[src/rtl/ifetch_prefetch.sv]
// Instruction fetch front-end: owns the fetch PC, issues one outstanding imem request at a time,
// buffers {instruction, PC} pairs in a small FIFO and flushes on redirect. Optional counters: IFETCH_PERF_EN.
`timescale 1ns/1ps
module ifetch_prefetch #(
    parameter int          DEPTH    = 4,
    parameter logic [31:0] RESET_PC = 32'h0000_0000
) (
    input  logic        clk,
    input  logic        rst,
    output logic        imem_req,
    output logic [31:0] imem_addr,
    input  logic        imem_gnt,
    input  logic        imem_rvalid,
    input  logic [31:0] imem_rdata,
    output logic        inst_valid,
    output logic [31:0] inst,
    output logic [31:0] inst_pc,
    input  logic        inst_ready,
    input  logic        redirect,
    input  logic [31:0] redirect_pc
`ifdef IFETCH_PERF_EN
    ,
    output logic [31:0] perf_fetch_cnt,
    output logic [31:0] perf_flush_cnt,
    output logic [31:0] perf_starve_cnt
`endif
);

    localparam int PTR_W = $clog2(DEPTH);
    localparam int CNT_W = PTR_W + 1;
    localparam logic [CNT_W-1:0] FULL_COUNT = CNT_W'(DEPTH);

    localparam logic [1:0] S_ISSUE = 2'd0;
    localparam logic [1:0] S_WAIT  = 2'd1;
    localparam logic [1:0] S_DRAIN = 2'd2;

    logic [1:0]       r_state;
    logic             r_active;
    logic [31:0]      r_fetchPc;
    logic [31:0]      r_reqPc;
    logic [PTR_W-1:0] r_wptr;
    logic [PTR_W-1:0] r_rptr;
    logic [CNT_W-1:0] r_count;
    logic [31:0]      r_instMem [DEPTH];
    logic [31:0]      r_pcMem   [DEPTH];
    logic [31:0]      r_inst;
    logic [31:0]      r_instPc;

    logic             w_full;
    logic             w_req;
    logic             w_accept;
    logic             w_push;
    logic             w_pop;
    logic [31:0]      w_redirectPc;
    logic [CNT_W-1:0] w_countAfterPop;
    logic [PTR_W-1:0] w_headIdx;
    logic [31:0]      w_nextInst;
    logic [31:0]      w_nextInstPc;

    // r_active keeps imem_req low in the first cycle out of reset.
    assign w_full       = (r_count == FULL_COUNT);
    assign w_req        = r_active && (r_state == S_ISSUE) && !w_full;
    assign w_accept     = w_req && imem_gnt;
    assign w_push       = !redirect && (r_state == S_WAIT) && imem_rvalid;
    assign w_pop        = !redirect && (r_count != '0) && inst_ready;
    assign w_redirectPc = redirect_pc & 32'hFFFF_FFFC;

    assign imem_req   = w_req;
    assign imem_addr  = r_fetchPc;
    assign inst_valid = (r_count != '0);
    assign inst       = r_inst;
    assign inst_pc    = r_instPc;

    always_ff @(posedge clk) begin
        if (!rst) begin
            r_state   <= S_ISSUE;
            r_active  <= 1'b0;
            r_fetchPc <= RESET_PC;
            r_reqPc   <= RESET_PC;
        end else begin
            r_active <= 1'b1;
            if (redirect) begin
                r_fetchPc <= w_redirectPc;
                // A request granted in or before this cycle belongs to the old path and must be drained.
                case (r_state)
                    S_ISSUE: r_state <= w_accept ? S_DRAIN : S_ISSUE;
                    default: r_state <= imem_rvalid ? S_ISSUE : S_DRAIN;
                endcase
            end else begin
                case (r_state)
                    S_ISSUE: begin
                        if (w_accept) begin
                            r_state   <= S_WAIT;
                            r_reqPc   <= r_fetchPc;
                            r_fetchPc <= r_fetchPc + 32'd4;
                        end
                    end
                    S_WAIT:  if (imem_rvalid) r_state <= S_ISSUE;
                    S_DRAIN: if (imem_rvalid) r_state <= S_ISSUE;
                    default: r_state <= S_ISSUE;
                endcase
            end
        end
    end

    always_ff @(posedge clk) begin
        if (!rst) begin
            r_wptr  <= '0;
            r_rptr  <= '0;
            r_count <= '0;
        end else if (redirect) begin
            r_wptr  <= '0;
            r_rptr  <= '0;
            r_count <= '0;
        end else begin
            r_wptr  <= r_wptr + PTR_W'(w_push);
            r_rptr  <= r_rptr + PTR_W'(w_pop);
            r_count <= r_count + CNT_W'(w_push) - CNT_W'(w_pop);
        end
    end

    always_ff @(posedge clk) begin
        if (rst && w_push) begin
            r_instMem[r_wptr] <= imem_rdata;
            r_pcMem[r_wptr]   <= r_reqPc;
        end
    end

    // Head registers: next head is an existing entry if one survives the pop, else the pushed word.
    assign w_countAfterPop = r_count - CNT_W'(w_pop);
    assign w_headIdx       = r_rptr + PTR_W'(w_pop);

    always_comb begin
        w_nextInst   = r_inst;
        w_nextInstPc = r_instPc;
        if (w_countAfterPop != '0) begin
            w_nextInst   = r_instMem[w_headIdx];
            w_nextInstPc = r_pcMem[w_headIdx];
        end else if (w_push) begin
            w_nextInst   = imem_rdata;
            w_nextInstPc = r_reqPc;
        end
    end

    always_ff @(posedge clk) begin
        if (!rst) begin
            r_inst   <= '0;
            r_instPc <= '0;
        end else if (!redirect) begin
            r_inst   <= w_nextInst;
            r_instPc <= w_nextInstPc;
        end
    end

`ifdef IFETCH_PERF_EN
    logic [31:0] r_perfFetch;
    logic [31:0] r_perfFlush;
    logic [31:0] r_perfStarve;

    always_ff @(posedge clk) begin
        if (!rst) begin
            r_perfFetch  <= '0;
            r_perfFlush  <= '0;
            r_perfStarve <= '0;
        end else begin
            if (w_push)           r_perfFetch  <= r_perfFetch + 32'd1;
            if (redirect)         r_perfFlush  <= r_perfFlush + 32'd1;
            if (r_count == '0)    r_perfStarve <= r_perfStarve + 32'd1;
        end
    end

    assign perf_fetch_cnt  = r_perfFetch;
    assign perf_flush_cnt  = r_perfFlush;
    assign perf_starve_cnt = r_perfStarve;
`endif

endmodule

[config.mk]
export PLATFORM = sky130hd
export DESIGN_NAME = ifetch_prefetch
export DESIGN_NICKNAME = d
export VERILOG_FILES = /design/src/rtl/ifetch_prefetch.sv
export SDC_FILE = /design/constraint.sdc
export NUM_CORES = 1
export LEC_CHECK = 0
export CELL_PAD_IN_SITES_DETAIL_PLACEMENT = 0
export CELL_PAD_IN_SITES_GLOBAL_PLACEMENT = 2
export CORE_ASPECT_RATIO = 0.8
export CORE_MARGIN = 2
export CORE_UTILIZATION = 41
export CTS_BUF_LIST = sky130_fd_sc_hd__clkbuf_8
export CTS_CLUSTER_SIZE = 25
export DETAILED_ROUTE_END_ITERATION = 12
export PLACE_DENSITY_LB_ADDON = 0.1
export SYNTH_ARGS = -nofsm -noshare
export SYNTH_HDL_FRONTEND = slang
export SYNTH_SLANG_ARGS = --single-unit
[constraint.sdc]
create_clock -name clk -period 9.9 [get_ports clk]
set_clock_uncertainty 0.2 [all_clocks]
set_input_delay 1.98 -clock clk [delete_from_list [all_inputs] [get_ports clk]]
set_output_delay 1.98 -clock clk [all_outputs]
set_load 0.05 [all_outputs]
# Word level (Yosys, flattened, before mapping)
# Memories as Yosys holds them, arrays and structs flattened.
# Cells that the tools add are included.
# totals
ram_bits,256
n_memories,2
output_inout_bits,98
elab_cells,65
ff_bits,138
# op_classes
n_reduce_logical,23
n_eq_ne,5
addsub,6
mux,17
bitwise_logic,2
# memory_table
name,depth,word_bits,rd,rd_clocked_by_memory_dff,write_ports,line_no,text
r_instMem,4,32,1,0,1,44,logic [31:0] r_instMem [DEPTH];
r_pcMem,4,32,1,0,1,45,logic [31:0] r_pcMem [DEPTH];
# ops
operator,count
2-to-1 mux 32 bit,7
adder 32 x 3 -> 32 bit (second input constant),1
2-to-1 mux 2 bit,6
logical AND 1 bit,8
AND reduction 2 bit,4
nonzero test 2 bit,3
nonzero test 3 bit,2
subtractor 3 x 1 -> 3 bit,2
adder 2 x 1 -> 2 bit,2
one-hot mux 2 bit (2 select lines),1
OR reduction 2 bit,2
adder 3 x 1 -> 3 bit,1
== test 3 bit (second input constant),1
2-to-1 mux 1 bit,3
!= test 3 x 1 -> 1 bit (second input constant),1
!= test 3 bit (second input constant),1
AND reduction 3 bit,1
== test 2 x 1 -> 1 bit (second input constant),1
== test 2 bit (second input constant),1
logical NOT 1 bit,2
logical NOT 2 bit,1
inverter 1 bit,2

# Logic depth before layout (Yosys ltp)
# logic_depth
word_depth,7
ltp_mapped,14

# Worst setup path before layout
# OpenSTA, ideal clock, no wires.
# synth_timing
kind,input-to-reg
from,input port rst
to,memory r_instMem[1][0] (enable)
t_arrival_ns,7.131
stages,4
path_buffers,2
slack_ns,1.997
setup_time_ns,0.571
path_cell_list,clkbuf_1 > clkbuf_1 > nand2_1 > nor3b_1
# synth_between
elab_chain_cells,3
# synth_lines
item,line_no,text
"start, declared",9,"input logic rst,"
logical AND 1 bit,123,if (rst && w_push) begin
2-to-1 mux 1 bit,123,
2-to-1 mux 1 bit (implied by the code),124,r_instMem[r_wptr] <= imem_rdata;
"end, declared",44,
# No other way between the ends.

# Final worst setup path
# layout_timing
from,input port redirect
to,register r_inst[25] (netlist: inst[25])
# layout_between
elab_chain_cells,7
# layout_lines
item,line_no,text
"start, declared",19,"input logic redirect,"
logical NOT 1 bit,--,
logical AND 1 bit (2 in series),65,assign w_pop = !redirect && (r_count != '0) && inst_ready;
subtractor 3 x 1 -> 3 bit,130,assign w_countAfterPop = r_count - CNT_W'(w_pop);
nonzero test 3 bit,136,if (w_countAfterPop != '0) begin
nonzero test 2 bit (no line),--,
AND reduction 2 bit (no line),--,
"end signal, assigned",150,r_inst <= w_nextInst;
"end, declared",46,logic [31:0] r_inst;
# Several ways; a longest one is shown, not always the timed one.
# A chain may end at the register's enable or synchronous reset.

==> reports/metrics.cfg <==
[global_routing]
grt_overflow_total=0
grt_use_met2_pct=30.4
grt_pass1_wl_um=57200
busiest_layer=met2
grt_max_degree=63
met3_usage_pct=3.46
gr-usage-all-layers_pct=19.3
grt_pass1_vias=9699
globalRouteMet1Util_pct=27.9
antenna_found_initial=0

[routing]
num_vias=9402
drt_iter0_drc=600
ant_nets=0
firstDrtPassIters=5
viasPerCell=5.24
detail_route.wirelength_um=36200
drcViolationCount=0
wire_per_inst_um=20.2

[setup_path]
cpMostUsedCell=buf_4
slowest_stage=a21oi_4
crit_chain=clkdlybuf4s50_1 > buf_4 > inv_1 > and3_1 > ha_1 > xnor2_1 > and3b_2 > a21oi_4 > buf_4 > o21ai_0 > a31oi_1
crit_type=input pin to flip-flop
arrival_ns=5.93
crit_path_end_kind=flip-flop
start_kind=input pin
path_delay_family=buffers and inverters
r2r_slack_ns=5.56
cp.required_ns=10.22
critPathLaunch=redirect
cp_num_buf_inv=4
r2r-start=r_count[1]$_SDFF_PP0_
worstPathMaxFanout=49
critPathMaxStageDelay_ns=1.08

[logic_synthesis]
avgSynthCellArea_sq_um=13.6
syn_area_sq_um=15000
ys_seq_elements=380
yosys.cell_types.count=47
seq_area_frac_synth_pct=67.2
synthCells=1100
yosysWarnings=0
async_flop_share_pct=0
ys_dominant_reg_cell=edfxtp_1
synth_edf_count=248

[timing]
rsz0062_at_grt=no
setup_viol=0
slew_headroom_pct=18.9
max_freq_mhz=178
setup_slack_ns=4.29
fin_tns_setup_ns=0
worst_pin_slew_ns=1.21
drv_slew=0
hold_violations=0
post-route-min-period_ns=5.61
fin_crit_sh_pct=56.7

[floorplanning]
ios=168
coreArea_sq_um=36000
start_util_pct=41.7
rows=62
die_w_um=218
dieHeight_um=175
dieArea_sq_um=38200

[clock_network]
cts_buffers=59
ctsHtreeMaxLevel=2
clk_pin_slew_ns=0.06
cts_hold_buffers=0
post_cts_buffers=0
clock_sinks=380
ctsResizeCount=0
insertion_delay_ns=0.62
clk_path_buf_depth=3
cts_root_buf=clkbuf_8
cts_tree=yes

[placement]
place_congestion=0.708
io_buffers=161
dp_hpwl_um=21100
dp_slack_ns=3.63

[worst_hold_path]
worstHoldStart=r_state[0]$_SDFFE_PN0P_
hold_path_class=flip-flop to flip-flop

[status]
status=finished clean

[power]
ir_worst_vdd_uv=90.0
p_leak_nw=6.01
cellPowerDensity_nw_per_um2=176

[job]
cap_violations=0

[final_layout]
drive_above_1_share_pct=14.1
final_nets=1344
nFillCells=3220
final_cell_mix=edfxtp_1, clkdlybuf4s50_1, nand2_1
diodes=0
final_common_cell=edfxtp_1
area_growth_pct=21.5

[metal layers]
| layer | up-vias | routed length, um |
|---|---|---|
| met5 | - | 0 |
| met3 | 43 | 1770 |
| li1 | 4464 | - |
| met2 | 210 | 16900 |
| met1 | 4685 | 17000 |
| met4 | 0 | 519 |
[worst min-delay path, stage by stage (launching register included)]
cell and delay (ns):
dfxtp_1 0.32, o21ai_0 0.07, a21oi_1 0.06
[synth_stat cells, types with 14 or more instances]
cell         n  area [sq um]
clkbuf_1    46           173
mux2i_1     23           230
dfxtp_1    132          2640
buf_2       21           105
a31oi_1     33           206
nor2_1      14          52.6
mux4_2      41           923
edfxtp_1   248          7450
mux2_2      21           236
xnor2_1     27           236
nand2_1    154           578
a2bb2oi_1   21           184
o21ai_0    116           581
a21oi_1     85           425
[area by class of cell]
| type | instances | area, sq um | area share, % |
|---|---|---|---|
| multi-input combinational | 635 | 4570 | 25.1 |
| timing repair buffer | 180 | 1750 | 9.59 |
| sequential | 380 | 10100 | 55.3 |
| clock inverter | 36 | 176 | 0.967 |
| inverter | 9 | 33.8 | 0.185 |
| tap | 480 | 601 | 3.29 |
| clock buffer | 74 | 1020 | 5.58 |
[metrics by stage]
step	cell area (sq um)	util (%)	power, mW	hold WS (ns)	cells
2_1_floorplan	15000	-	1.86	0.267	1103
3_3_place_gp	17000	47.4	1.94	0.287	1684
3_5_place_dp	17000	47.4	1.94	0.289	1684
4_1_cts	18200	50.7	3.25	0.298	1794
5_1_grt	18200	50.7	3.33	0.324	1794
6_report	18200	50.7	3.20	0.298	1794
[final timing paths]
kind                                                end  cells after the start
worst min-delay path            r_state[0]$_SDFFE_PN0P_                      2
worst max register to register    inst[25]$_SDFFE_PN0P_                      9
worst max-delay path              inst[25]$_SDFFE_PN0P_                     11
worst min register to register  r_state[0]$_SDFFE_PN0P_                      2
[sequential cells by signal, summed over array words and instances (netlist names), 3 cells and up]
register and flops:
imem_addr 30, inst 32, inst_pc 30, r_count 3, r_instMem 128, r_pcMem 120, r_reqPc 30
[kinds of logic after synthesis]
family | share of synthesized area, %
compound gates | 9.69
fa+ha+maj | 0.800
mux | 9.26
other cells | 0.0250
buf+inv | 2.79
xor+xnor | 1.93
flops | 67.2
simple gates | 8.28
[power breakdown]
group	total [mW]	leakage (nW)	switching, mW	internal (mW)
registers	1.72	3.27	0.0234	1.70
logic	0.185	2.06	0.117	0.0681
clock network	1.30	0.689	0.600	0.697
total	3.20	6.01	0.740	2.46
No activity file was read; power rests on OpenSTA's default activity.
==> variant 1 (config.mk and constraints unchanged) <==
Add a define of `IFETCH_PERF_EN`.
--- a/src/rtl/ifetch_prefetch.sv
+++ b/src/rtl/ifetch_prefetch.sv
@@ -3,2 +3,4 @@
 `timescale 1ns/1ps
+`define IFETCH_PERF_EN
+
 module ifetch_prefetch #(
Check against the original RTL (old outputs only; new: perf_fetch_cnt, perf_flush_cnt and perf_starve_cnt): equivalent (Yosys induction, for registers that start in step).
==> variant 1 against the original RTL <==
Hold slack got worse by 0.0042 ns. Routed wire length is 42% higher. Cell area grew 30%. Total power rose by 23%. Area after synthesis is 26% higher. Register-to-register slack improved by 0.58 ns. Clock power rose by 25%. Worst setup slack gained 0.43 ns. Sequential cell count up 96. Largest power group unchanged. Highest routed layer is now met5.
==> variant 1: results <==
group,metric,value,unit
run_status,status,"complete, no violations",
final_layout,drive_above_1_share,0.109,
floorplan,core.rowCount,70,
worst_hold_path,min-delay-start,"inst[0]",
global_routing,met3_usage,0.0705,
setup_path,max_stage_delay,0.93,ns
setup_path,reg2reg_slack,6.14,ns
synthesis,ys_top_cells_by_count,"edfxtp_1 (248), dfxtp_1 (228), nand2_1 (191)",
synthesis,synth_top_cells_by_area,"edfxtp_1 (39%), dfxtp_1 (24%), mux4_2 (7.4%)",
place,pre_cts_slack,3.92,ns
detailed_routing,wl_met2,24.1,mm
final_layout,final_cells,2514,
clocking,htree_levels,3,
synthesis,synth-xor-area-share,0.0504,
setup_path,arrival,5.45,ns
timing,holdWs,0.293,ns
clocking,numCtsBuffers,77,
global_routing,grt_pass1_wl,79.1,mm
detailed_routing,wl_met3,3.88,mm
final_layout,fill_cells,4037,
global_routing,antenna_found_initial,6,
synthesis,synthAdderAreaFrac,0.00832,
timing,relSlewSlack,0.246,
global_routing,grt_use_total,0.215,
detailed_routing,wl_per_cell,20.5,microns
place,numPlacedInstances,2371,
detailed_routing,drt-met1-wl,22.7,mm
detailed_routing,routed-via-count,13300,
synthesis,synth.mux.area_fraction,0.0763,
place,place_area,0.0221,sq mm
detailed_routing,maxUsedRoutingLayer,"met5",
place,gp_congestion,0.742,
synthesis,synth-seq-area-share,0.634,
detailed_routing,drt_pass1_iterations,7,
synthesis,synth_compound_area_frac,0.0742,
power,power.density,167,mW/mm^2
place,portBuffers,257,
global_routing,grt_max_degree,90,
power,pwr-share-seq,0.536,
global_routing,grtUsageMet2,0.344,
place,post-dp-hpwl,31.0,mm
worst_hold_path,hold-path-endpoint,"inst[0]",
power,power.leakage,7.68,nW
[variant 1: changes by cell type after synthesis, sizes merged, moves of 31 or more]
cell,change
clkbuf,+31
nand4,+35
xor2,+36
xnor2,+40
nand2,+37
nor2,+116
nand3,+31
dfxtp,+96
[variant 1: worst max path at each step]
stage	start	endpoint	slack (ns)	cells past startpoint
after floorplan	redirect	r_instMem[0][0]	0.72	4
after global placement	redirect	inst[15]	3.91	9
after detailed placement	redirect	inst[15]	3.92	9
after CTS	redirect	inst[15]	4.62	9
after global routing	redirect	inst[15]	4.45	9
final	redirect	inst[15]	4.72	9
[variant 1: final cells by class]
| class | count | area (sq um) | area share |
|---|---|---|---|
| repair buffers | 276 | 2710 | 0.115 |
| well taps | 612 | 766 | 0.0324 |
| inverters | 27 | 104 | 0.00440 |
| multi-input cells | 980 | 6560 | 0.277 |
| clock inverters | 50 | 234 | 0.00990 |
| flip-flops and latches | 476 | 12000 | 0.508 |
| clock buffers | 90 | 1240 | 0.0524 |
| diodes | 3 | 7.51 | 0.000318 |
==> variant 2 (same flow settings) <==
Made on the original files. `DEPTH`: 4 -> 2.
--- a/src/rtl/ifetch_prefetch.sv
+++ b/src/rtl/ifetch_prefetch.sv
@@ -4,3 +4,3 @@
 module ifetch_prefetch #(
-    parameter int          DEPTH    = 4,
+    parameter int          DEPTH    = 2,
     parameter logic [31:0] RESET_PC = 32'h0000_0000
Formal check against the unedited RTL: not equivalent (Yosys sat finds a counterexample within 10 cycles, from zero or initial values and one cycle with rst low).
==> variant 2 against the original RTL <==
Global-route usage grew 1.3 points. Sequential cell count is 127 lower. Via count fell by 17%. Routed wire length shrank 23%. Worst setup slack better by 0.57 ns. Total power is 31% lower. Cell area is 28% lower. Area after synthesis down 30%.
==> variant 2: results <==
group,metric,value,unit
run_status,status,"complete, no violations",
final_layout,multi_input_area,0.00372,sq mm
setup_path,max_stage_delay,0.79,ns
synthesis,synth_top_cells_by_area,"edfxtp_1 (35%), dfxtp_1 (25%), mux2i_1 (3.3%)",
global_routing,met3_usage,0.0426,
clocking,numCtsBuffers,43,
power,peakVddDrop,0.0981,mV
synthesis,synth-seq-area-share,0.600,
final_layout,drive_above_1_share,0.0779,
final_layout,seqCellArea,0.00631,sq mm
detailed_routing,drt-initial-drc-count,402,
final_layout,final_cells,1454,
place,place_area,0.0123,sq mm
setup_path,arrival,5.25,ns
synthesis,synth.mux.area_fraction,0.0333,
final_layout,fin_nets,1171,
setup_path,reg2reg_to,"imem_addr[26]",
global_routing,first_global_vias,7531,
final_layout,largest_reg_flops,64,
detailed_routing,wl_met3,1.55,mm
detailed_routing,wl_met2,12.2,mm
synthesis,yosysUniqueCellTypes,55,
final_layout,buf_share,0.130,
final_layout,multi_input_area_share,0.283,
final_layout,num-clock-buffers,51,
global_routing,met1_usage,0.301,
setup_path,reg2regPathDepth,7,
-- variant 2: cell types whose count changed after synthesis, sizes merged, moves of 32 or more --
cell    before  now
a21boi       0   34
a21oi       86   51
a221oi       0   34
a31oi       33    1
edfxtp     248  124
inv          9   41
mux4        41    0
nand2      154   83
nor3        10   64
o21ai      116   61
-- variant 2: worst max path at each step --
stage / from / slack (ns) / endpoint / depth (start not counted)
detailed placement: redirect / 4.32 / inst_pc[22] / 9
floorplan: rst / 2.24 / r_instMem[0][0] / 4
finish: redirect / 4.86 / inst_pc[29] / 9
global route: redirect / 4.63 / inst_pc[25] / 9
CTS: redirect / 4.89 / inst_pc[22] / 9
global placement: redirect / 4.34 / inst_pc[29] / 9
-- variant 2: where the power goes --
group / switching, mW / leakage [nW] / internal (mW)
registers: 0.0234 / 2.16 / 1.11
clock network: 0.407 / 0.520 / 0.492
logic: 0.104 / 1.93 / 0.0623
total: 0.534 / 4.60 / 1.67
